**config.mk**
```make
export PLATFORM = sky130hd
export DESIGN_NAME = icache
export DESIGN_NICKNAME = d
export VERILOG_FILES = /design/src/rtl/icache_pkg.sv /design/src/rtl/icache_array.sv /design/src/rtl/icache.sv
export SDC_FILE = /design/constraint.sdc
export NUM_CORES = 2
export LEC_CHECK = 0
export BUFFER_PORTS_ARGS = -buffer_cell sky130_fd_sc_hd__buf_4
export CAP_MARGIN = 20
export CORE_MARGIN = 4
export CORE_UTILIZATION = 30
export CTS_BUF_LIST = sky130_fd_sc_hd__clkbuf_8
export DETAILED_ROUTE_END_ITERATION = 7
export GPL_TIMING_DRIVEN = 0
export PLACE_DENSITY_LB_ADDON = 0.2
export RECOVER_POWER = 50
export SLEW_MARGIN = 20
export SYNTH_ARGS = -nofsm -noshare
export SYNTH_HDL_FRONTEND = slang
export SYNTH_SLANG_ARGS = --single-unit
export TNS_END_PERCENT = 1
```
**constraint.sdc**
```tcl
create_clock -name clk -period 6 [get_ports clk]
set_input_delay 1.2 -clock clk [delete_from_list [all_inputs] [get_ports clk]]
set_output_delay 1.2 -clock clk [all_outputs]
set_load 0.005 [all_outputs]
```
**src/rtl/icache_pkg.sv**
```systemverilog
// Shared definitions for the instruction cache: bus widths, default geometry, FSM encoding.
// Latency: n/a (package).
// Backpressure: n/a (package).
package icache_pkg;

    localparam int INST_ADDR_BUS = 32;
    localparam int INST_BUS      = 32;

    localparam int ICACHE_LINES  = 64;
    localparam int ICACHE_IDX_W  = 6;
    localparam int ICACHE_ADDR_W = 18;

    // pc[17:16] == 2'b11 selects the I/O window, which must never be cached.
    localparam logic [1:0] ICACHE_IO_SEL = 2'b11;

    typedef enum logic {
        ICACHE_IDLE = 1'b0,
        ICACHE_MISS = 1'b1
    } icache_state_e;

endpackage

```
**src/rtl/icache_array.sv**
```systemverilog
// Tag/valid/data storage for the direct-mapped icache, one word per line.
// Latency: combinational read; write takes effect at the next clk edge.
// Backpressure: none; the controller gates wr_en (rdy, flush, I/O region).
// Ports: clk, rst (async clears valid bits only), rd_idx -> rd_vld/rd_tag/rd_dat,
//        wr_en/wr_idx/wr_tag/wr_dat single write port.
module icache_array
    import icache_pkg::*;
#(
    parameter int LINES = ICACHE_LINES,
    parameter int IDX_W = ICACHE_IDX_W,
    parameter int TAG_W = ICACHE_ADDR_W - ICACHE_IDX_W - 2
) (
    input  logic                clk,
    input  logic                rst,
    input  logic [IDX_W-1:0]    rd_idx,
    output logic                rd_vld,
    output logic [TAG_W-1:0]    rd_tag,
    output logic [INST_BUS-1:0] rd_dat,
    input  logic                wr_en,
    input  logic [IDX_W-1:0]    wr_idx,
    input  logic [TAG_W-1:0]    wr_tag,
    input  logic [INST_BUS-1:0] wr_dat
);

    logic [LINES-1:0]    vld_q;
    logic [TAG_W-1:0]    tag_q [LINES];
    logic [INST_BUS-1:0] dat_q [LINES];

    always_ff @(posedge clk or posedge rst) begin
        if (rst) begin
            vld_q <= '0;
        end else if (wr_en) begin
            vld_q[wr_idx] <= 1'b1;
        end
    end

    // Tag/data need no reset: a line is only ever read through its valid bit.
    always_ff @(posedge clk) begin
        if (wr_en) begin
            tag_q[wr_idx] <= wr_tag;
            dat_q[wr_idx] <= wr_dat;
        end
    end

    assign rd_vld = vld_q[rd_idx];
    assign rd_tag = tag_q[rd_idx];
    assign rd_dat = dat_q[rd_idx];

endmodule

```
**src/rtl/icache.sv**
```systemverilog
// Direct-mapped read-only instruction cache between fetch and mem_control.
// Latency: hit returns 1 cycle after the request; miss returns 1 cycle after mc_done.
// Backpressure: req_ready drops while a refill is outstanding; rdy=0 freezes everything.
// Ports: clk, rst, rdy, branch_interception; fetch side req_valid/req_pc/req_ready,
//        inst_valid/inst_out/inst_pc; refill side mc_req/mc_addr, mc_done/mc_inst.
module icache
    import icache_pkg::*;
#(
    parameter int LINES  = ICACHE_LINES,
    parameter int IDX_W  = ICACHE_IDX_W,
    parameter int ADDR_W = ICACHE_ADDR_W
) (
    input  logic                     clk,
    input  logic                     rst,
    input  logic                     rdy,
    input  logic                     branch_interception,
    input  logic                     req_valid,
    input  logic [INST_ADDR_BUS-1:0] req_pc,
    output logic                     req_ready,
    output logic                     inst_valid,
    output logic [INST_BUS-1:0]      inst_out,
    output logic [INST_ADDR_BUS-1:0] inst_pc,
    output logic                     mc_req,
    output logic [INST_ADDR_BUS-1:0] mc_addr,
    input  logic                     mc_done,
    input  logic [INST_BUS-1:0]      mc_inst
);

    localparam int TAG_W = ADDR_W - IDX_W - 2;

    icache_state_e             state_q;
    logic [INST_ADDR_BUS-1:0]  pc_q;
    logic [INST_ADDR_BUS-1:0]  pc_aligned;
    logic                      rd_vld;
    logic [TAG_W-1:0]          rd_tag;
    logic [INST_BUS-1:0]       rd_dat;
    logic                      hit;
    logic                      fill;
    logic                      wr_en;

    assign pc_aligned = req_pc & ~32'h3;
    assign req_ready  = (state_q == ICACHE_IDLE);
    assign hit        = rd_vld && (rd_tag == pc_aligned[ADDR_W-1:IDX_W+2]);

    // Refill completes this edge; the I/O window still returns the word but never allocates.
    assign fill  = rdy && !branch_interception && (state_q == ICACHE_MISS) && mc_req && mc_done;
    assign wr_en = fill && (pc_q[17:16] != ICACHE_IO_SEL);

    icache_array #(
        .LINES (LINES),
        .IDX_W (IDX_W),
        .TAG_W (TAG_W)
    ) u_array (
        .clk    (clk),
        .rst    (rst),
        .rd_idx (pc_aligned[IDX_W+1:2]),
        .rd_vld (rd_vld),
        .rd_tag (rd_tag),
        .rd_dat (rd_dat),
        .wr_en  (wr_en),
        .wr_idx (pc_q[IDX_W+1:2]),
        .wr_tag (pc_q[ADDR_W-1:IDX_W+2]),
        .wr_dat (mc_inst)
    );

    always_ff @(posedge clk or posedge rst) begin
        if (rst) begin
            state_q    <= ICACHE_IDLE;
            pc_q       <= '0;
            inst_valid <= 1'b0;
            inst_out   <= '0;
            inst_pc    <= '0;
            mc_req     <= 1'b0;
            mc_addr    <= '0;
        end else if (rdy) begin
            inst_valid <= 1'b0;
            if (branch_interception) begin
                // Flush wins over everything: drop the request and any refill data.
                mc_req  <= 1'b0;
                state_q <= ICACHE_IDLE;
            end else begin
                case (state_q)
                    ICACHE_IDLE: begin
                        if (req_valid) begin
                            if (hit) begin
                                inst_valid <= 1'b1;
                                inst_out   <= rd_dat;
                                inst_pc    <= pc_aligned;
                            end else begin
                                pc_q    <= pc_aligned;
                                mc_req  <= 1'b1;
                                mc_addr <= pc_aligned;
                                state_q <= ICACHE_MISS;
                            end
                        end
                    end
                    ICACHE_MISS: begin
                        if (fill) begin
                            inst_valid <= 1'b1;
                            inst_out   <= mc_inst;
                            inst_pc    <= pc_q;
                            mc_req     <= 1'b0;
                            state_q    <= ICACHE_IDLE;
                        end
                    end
                    default: state_q <= ICACHE_IDLE;
                endcase
            end
        end
    end

endmodule

```
======== After elaboration in Yosys (flattened, before gate mapping) ========
Memory sizes are Yosys's and may differ from the RTL's.
Cells that the tools add are included.
storage, ports and cells
  RAM bits ................................ 2688
  logic and storage cells ................. 64
  memories kept ........................... 2
  output and inout bits ................... 99
  register bits after elaboration ......... 161
  input bits .............................. 70
operators by class
  reduce and logical (&&, ||, !) cells .... 11
  eq/ne operators ......................... 8
  mux-type cells .......................... 29
  $lt $le $gt $ge ......................... 3
  bitwise operators ....................... 4
memories
  name           depth  bits a word  read ports  clocked after memory_dff  write ports  line                text
  u_array.dat_q  64     32           1           0                         1            icache_array.sv:27  logic [INST_BUS-1:0] dat_q [LINES];
  u_array.tag_q  64     10           1           0                         1            icache_array.sv:26  logic [TAG_W-1:0] tag_q [LINES];
operators by type and width
  cell                count
  $mux 32             6
  $pmux 32 s2         2
  $or 64x64->64       1
  $mux 1              16
  $lt 6x7->1 const B  2
  $eq 10x10->1        1
  $reduce_and 5->1    2
  $logic_and 1x1->1   7
  $bmux 1 s6          1
  $demux 1 s6         1
  $ge 6x1->1 const B  1
  $ne 3x3->1 const B  2
  $pmux 1 s2          3
  $ne 2x1->1 const B  2
  $ne 2x2->1 const B  2
  $reduce_and 4->1    1
  $ne 3x2->1 const B  1
  $not 1->1           3
  $logic_not 1->1     1

======== Longest topological paths before layout ========
  depth after elaboration ................. 8
  gate-level depth with buffers ........... 16
  gate-level depth less buffers ........... 10

======== By module ========
From an unflattened synthesis, not the netlist that was laid out.
second synthesis, totals
  cell total of the unflattened synthesis .. 5012
  area, all modules ....................... 109675.2 um^2
by module, submodules not included
  module        area an instance (um^2)  times used  cells each  seq. area each (um^2)
  icache_array  105144.6                 1           4704        82319.0
  icache        4530.6                   1           308         2377.3

======== Least setup slack after synthesis ========
No wires, ideal clock.
  path type ............................... in2reg
  from .................................... in branch_interception
  to ...................................... mem u_array.dat_q[56][0], enable pin
  path buffers ............................ 0
  data required time ...................... 5557 ps
  setup time .............................. 443 ps
  data arrival time ....................... 4252 ps
  stages on the path ...................... 4
  slack ................................... 1305 ps
  cell sequence ........................... nand2b_1 a2111oi_0 nand3_1 nor2_1
between the ends
  cells in the longest elaborated chain, start to end .. 8
RTL lines
  item                             line                text
  start, declared                  icache.sv:16        input logic branch_interception,
  $logic_not 1->1                  icache.sv:46        assign fill = rdy && !branch_interception && (state_q == ICACHE_MISS) && mc_req && mc_done;
  $logic_and 1x1->1 (4 in series)  icache.sv:46
  $logic_and 1x1->1                icache.sv:47        assign wr_en = fill && (pc_q[17:16] != ICACHE_IO_SEL);
  $mux 1                           icache_array.sv:39  if (wr_en) begin
  $mux 1 (not written as such)     icache_array.sv:41  dat_q[wr_idx] <= wr_dat;
  end, declared                    icache_array.sv:27
Every way passes these cells.

======== Final worst setup path ========
  from .................................... in req_pc[5]
  to ...................................... reg inst_out[6]
between the ends
  cells in the longest elaborated chain, start to end .. 5
  elaborated cells on any way between the ends .. 11
  those cells by class .................... eq/ne (2); mux (5); reduce/logical (2); memory (2)
RTL lines
  item                                         line                              text
  start, declared                              icache.sv:18                      input logic [INST_ADDR_BUS-1:0] req_pc,
  $mem_v2 64x10 or $bmux 1 s6 (tied branches)  --
  $eq 10x10->1 or $mux 1 (tied branches)       icache.sv:43, icache_array.sv:45
  $logic_and 1x1->1                            icache.sv:43                      assign hit = rd_vld && (rd_tag == pc_aligned[ADDR_W-1:IDX_W+2]);
  $ne 2x1->1 (no line)                         --
  $reduce_and 5->1 (no line)                   --
  end signal, assigned                         icache.sv:87                      inst_out <= rd_dat;
  end signal, assigned                         icache.sv:100                     inst_out <= mc_inst;
  end, declared                                icache.sv:21                      output logic [INST_BUS-1:0] inst_out,
Several ways; a longest one is shown, not always the timed one. The select of a mux whose other input is x is not followed.
A chain may end at the register's enable or synchronous reset.

==> impl_metrics.toml <==
[run_status]
status = "finished, violations left"
violations = "capacitance limit, slew limit"

[sta]
tightest_slew_ps = 4430
fmax_mhz = 170
fin_crit_ps = 5870
whs_ps = 388
setup_viol = 0
hold_violations = 0
finalCritPeriodShare_pct = 97.9
clock-skew-final_ps = 87.4
rsz0062_at_grt = "true"
relSlewSlack_pct = -196
final.setup.tns_ps = 0
slew_violations = 2481

[logic_synthesis]
syn_area_mm2 = 0.109
synth_cells = 4897
synth-compound-area-share_pct = 1.84
synthArstFlopShare_pct = 5.58
synth_edf_count = 2688
synth-seq-area-share_pct = 77.5
synth.avg_cell_area_um2 = 22.3
synth.area.top_cells = "edfxtp_1 (74%), mux4_2 (14%), dfrtp_1 (3.6%)"
synthMuxAreaShare_pct = 17.7
synthFlopType = "edfxtp_1"
yosys.area_share.adder_pct = 0
synth_top_area_cell = "edfxtp_1"
synth_xor_area_share_pct = 0.0641
synthSimpleGateAreaFrac_pct = 1.75
netlist_top_cells_count = "edfxtp_1 (2,688), mux4_2 (663), mux2i_1 (288), dfrtp_1 (159), clkbuf_1 (123)"
yosys_warnings = 0
synth_seq_cells = 2847
synth.most_common_cell = "edfxtp_1"
ys_types = 57
synth_top_family_by_area = "multiplexers"
synth_top_area_share_pct = 73.8

[critical_path]
max_stage_delay_ps = 890
worst-r2r-cell-count = 9
cp_max_fo = 10
cp_top_family = "buffers and inverters"
cp_num_buf_inv = 7
worstSetupEndpointType = "flop"
crit_chain = "buf_4 -> clkbuf_1 -> clkbuf_1 -> clkdlybuf4s15_2 -> clkdlybuf4s15_2 -> buf_1 -> clkdlybuf4s15_1 -> mux2i_1 -> nand2_1 -> o21ai_0 -> nor3_1 -> mux2_2"
r2r-start = "state_q"
critPathKind = "input port to flop"
cp_slowest_cell = "clkdlybuf4s15_1"
cp.required_ps = 6960
timing.rr.end = "inst_out[9]"
worst_setup_path_start_kind = "input port"
critPathArrivalTime_ps = 6840
rrSetupSlack_ps = 250

[routing]
vias_per_cell = 5.14
ant_nets = 0
vias = 56200
drt_iter0_drc = 6398
dr.pass1.iters = 6
drc = 0
wl_per_cell_um = 32.9
routed_wl_um = 360000

[flow_run]
cap_violations = 39

[floorplanning]
start_util_pct = 30.2
die-area_mm2 = 0.374
rows = 221
core_mm2 = 0.363
chipHeight_um = 612
fp.dieW_um = 612
pin_count = 169

[layout]
stdcell_count = 10900
fin_area_mm2 = 0.130
fin_util_pct = 35.9
layout.nets = 5818
drive_above_1_share_pct = 31.7
syn_to_final_growth_pct = 19.1

[grt]
grtUsageTotal_pct = 18.9
antenna_found_initial = 22
grt_overflow_total = 0
grt_pass1_wl_um = 489000
grt_max_degree = 75
grt_pass1_vias = 57700

[power_and_ir_drop]
pwr-share-clk_pct = 37.5
leakage_uw = 0.0427
power.internal_uw = 31000
seqPwrFrac_pct = 55.3
irDropWorstVdd_uv = 198
power_switching_uw = 10100
combinationalPowerShare_pct = 7.2
powerDensity_mw_per_mm2 = 316
swShare_pct = 24.5

[hold_path]
hp-class = "input port to asynchronous set/reset pin"

[cts]
clock_latency_ps = 1050
numCtsBuffers = 468
clkSinkCount = 2847
cts-hold-fix-buffers = 0
clk_pin_slew_ps = 60
htree_levels = 5
cts_root_buf = "clkbuf_8"
clockBufferDepth = 4
tritoncts = "done"

[placement]
io_buffers = 160
place_area_mm2 = 0.122
dpl.hpwl_um = 246000
place_inst = 10100
finalWeightedCongestion = 0.767
[worst max-delay path by stage]
| stage | startpoint | to | slack, ps | cells after the start |
|---|---|---|---|---|
| finish | req_pc[5] | inst_out[6] | 130 | 12 |
| global route | req_pc[3] | inst_out[12] | -50 | 14 |
| CTS | req_pc[2] | inst_out[13] | -90 | 15 |
| detailed placement | req_pc[2] | inst_out[12] | -1840 | 16 |
| global placement | mc_done | u_array.vld_q[23] | -4200 | 6 |
| floorplan | rst | inst_out[0] | 510 | 1 |
[worst reg2reg max path, stage by stage, from the launching register on]
cell and delay, ps:
dfrtp_1 320, clkbuf_1 860, clkinv_1 1160, nand2_1 1060
nor2_1 320, clkbuf_1 400, a22oi_1 510, o21ai_0 380
nor3_2 470, mux2_2 240
[cell usage in the layout (no fill, tap or decap), drive strengths merged, types with 6 or more instances in the layout]
cell type and n:
a21oi 22, clkinvlp 9, clkbuf 705, buf 418, nor2b 14, a2111oi 7, nand2 86, nand4 9
dfrtp 159, clkinv 141, diode 10, nand3 59, mux2 138, mux2i 288, edfxtp 2688, and3 6
or2 64, a31oi 11, inv 218, mux4 663, nor3 19, a211oi 7, a22oi 119, nor2 113
o21ai 41, o221ai 19, o22ai 36
[stage by stage]
| step | total power (µW) | worst slack [ps] |
|---|---|---|
| global route | 42600 | -47.7 |
| floorplan | 24300 | 508 |
| finish | 41100 | 126 |
| global placement | 26000 | -4200 |
| detailed placement | 26200 | -1840 |
| CTS | 41600 | -90.2 |
[power by group through the flow]
stage | clock network, µW | logic, µW | registers [µW]
floorplan | 0 | 1290 | 23000
global placement | 0 | 2720 | 23200
detailed placement | 0 | 3110 | 23100
CTS | 15800 | 3120 | 22600
global route | 16700 | 3140 | 22700
finish | 15400 | 2960 | 22700
[flip-flops by register name, indices dropped and copies added (netlist names)]
signal	cells
u_array.dat_q	2048
u_array.tag_q	640
u_array.vld_q	64
inst_out	32
inst_pc	30
pc_q	30
inst_valid	1
mc_req	1
state_q	1
[cells by family (layout without fill, tap and decap cells)]
family | after synthesis | in the layout
buffers and inverters | 267 | 1496
DFF | 2847 | 2847
AOI/OAI and AO/OA | 287 | 287
other | 1 | 14
xor gates and xnor gates | 8 | 8
and+or+nand+nor | 398 | 398
muxes | 1089 | 1089
[layout make-up]
class	count	area (µm²)
fillers	33500	232000
flip-flops and latches	2847	84700
multi-input cells	1786	23900
clock buffers	491	6760
well taps	4794	6000
repair buffers	379	5870
clock inverters	360	1560
plain buffers	257	1290
inverters	9	35.0
diodes	10	25.0
[metal layers]
| metal | wire, µm | track usage [%] |
|---|---|---|
| met1 | 155000 | 26.2 |
| met3 | 22800 | 3.14 |
| met2 | 171000 | 30.8 |
| met5 | 65 | 0 |
| met4 | 11000 | 5.03 |
[what timing repair did]
item / CTS / global route
resized for setup: 23 / 7
pin swaps: 0 / 1
endpoints found under the setup margin: 35 / 45
setup buffers: 0 / 2
(Power assumes the default switching activity.)
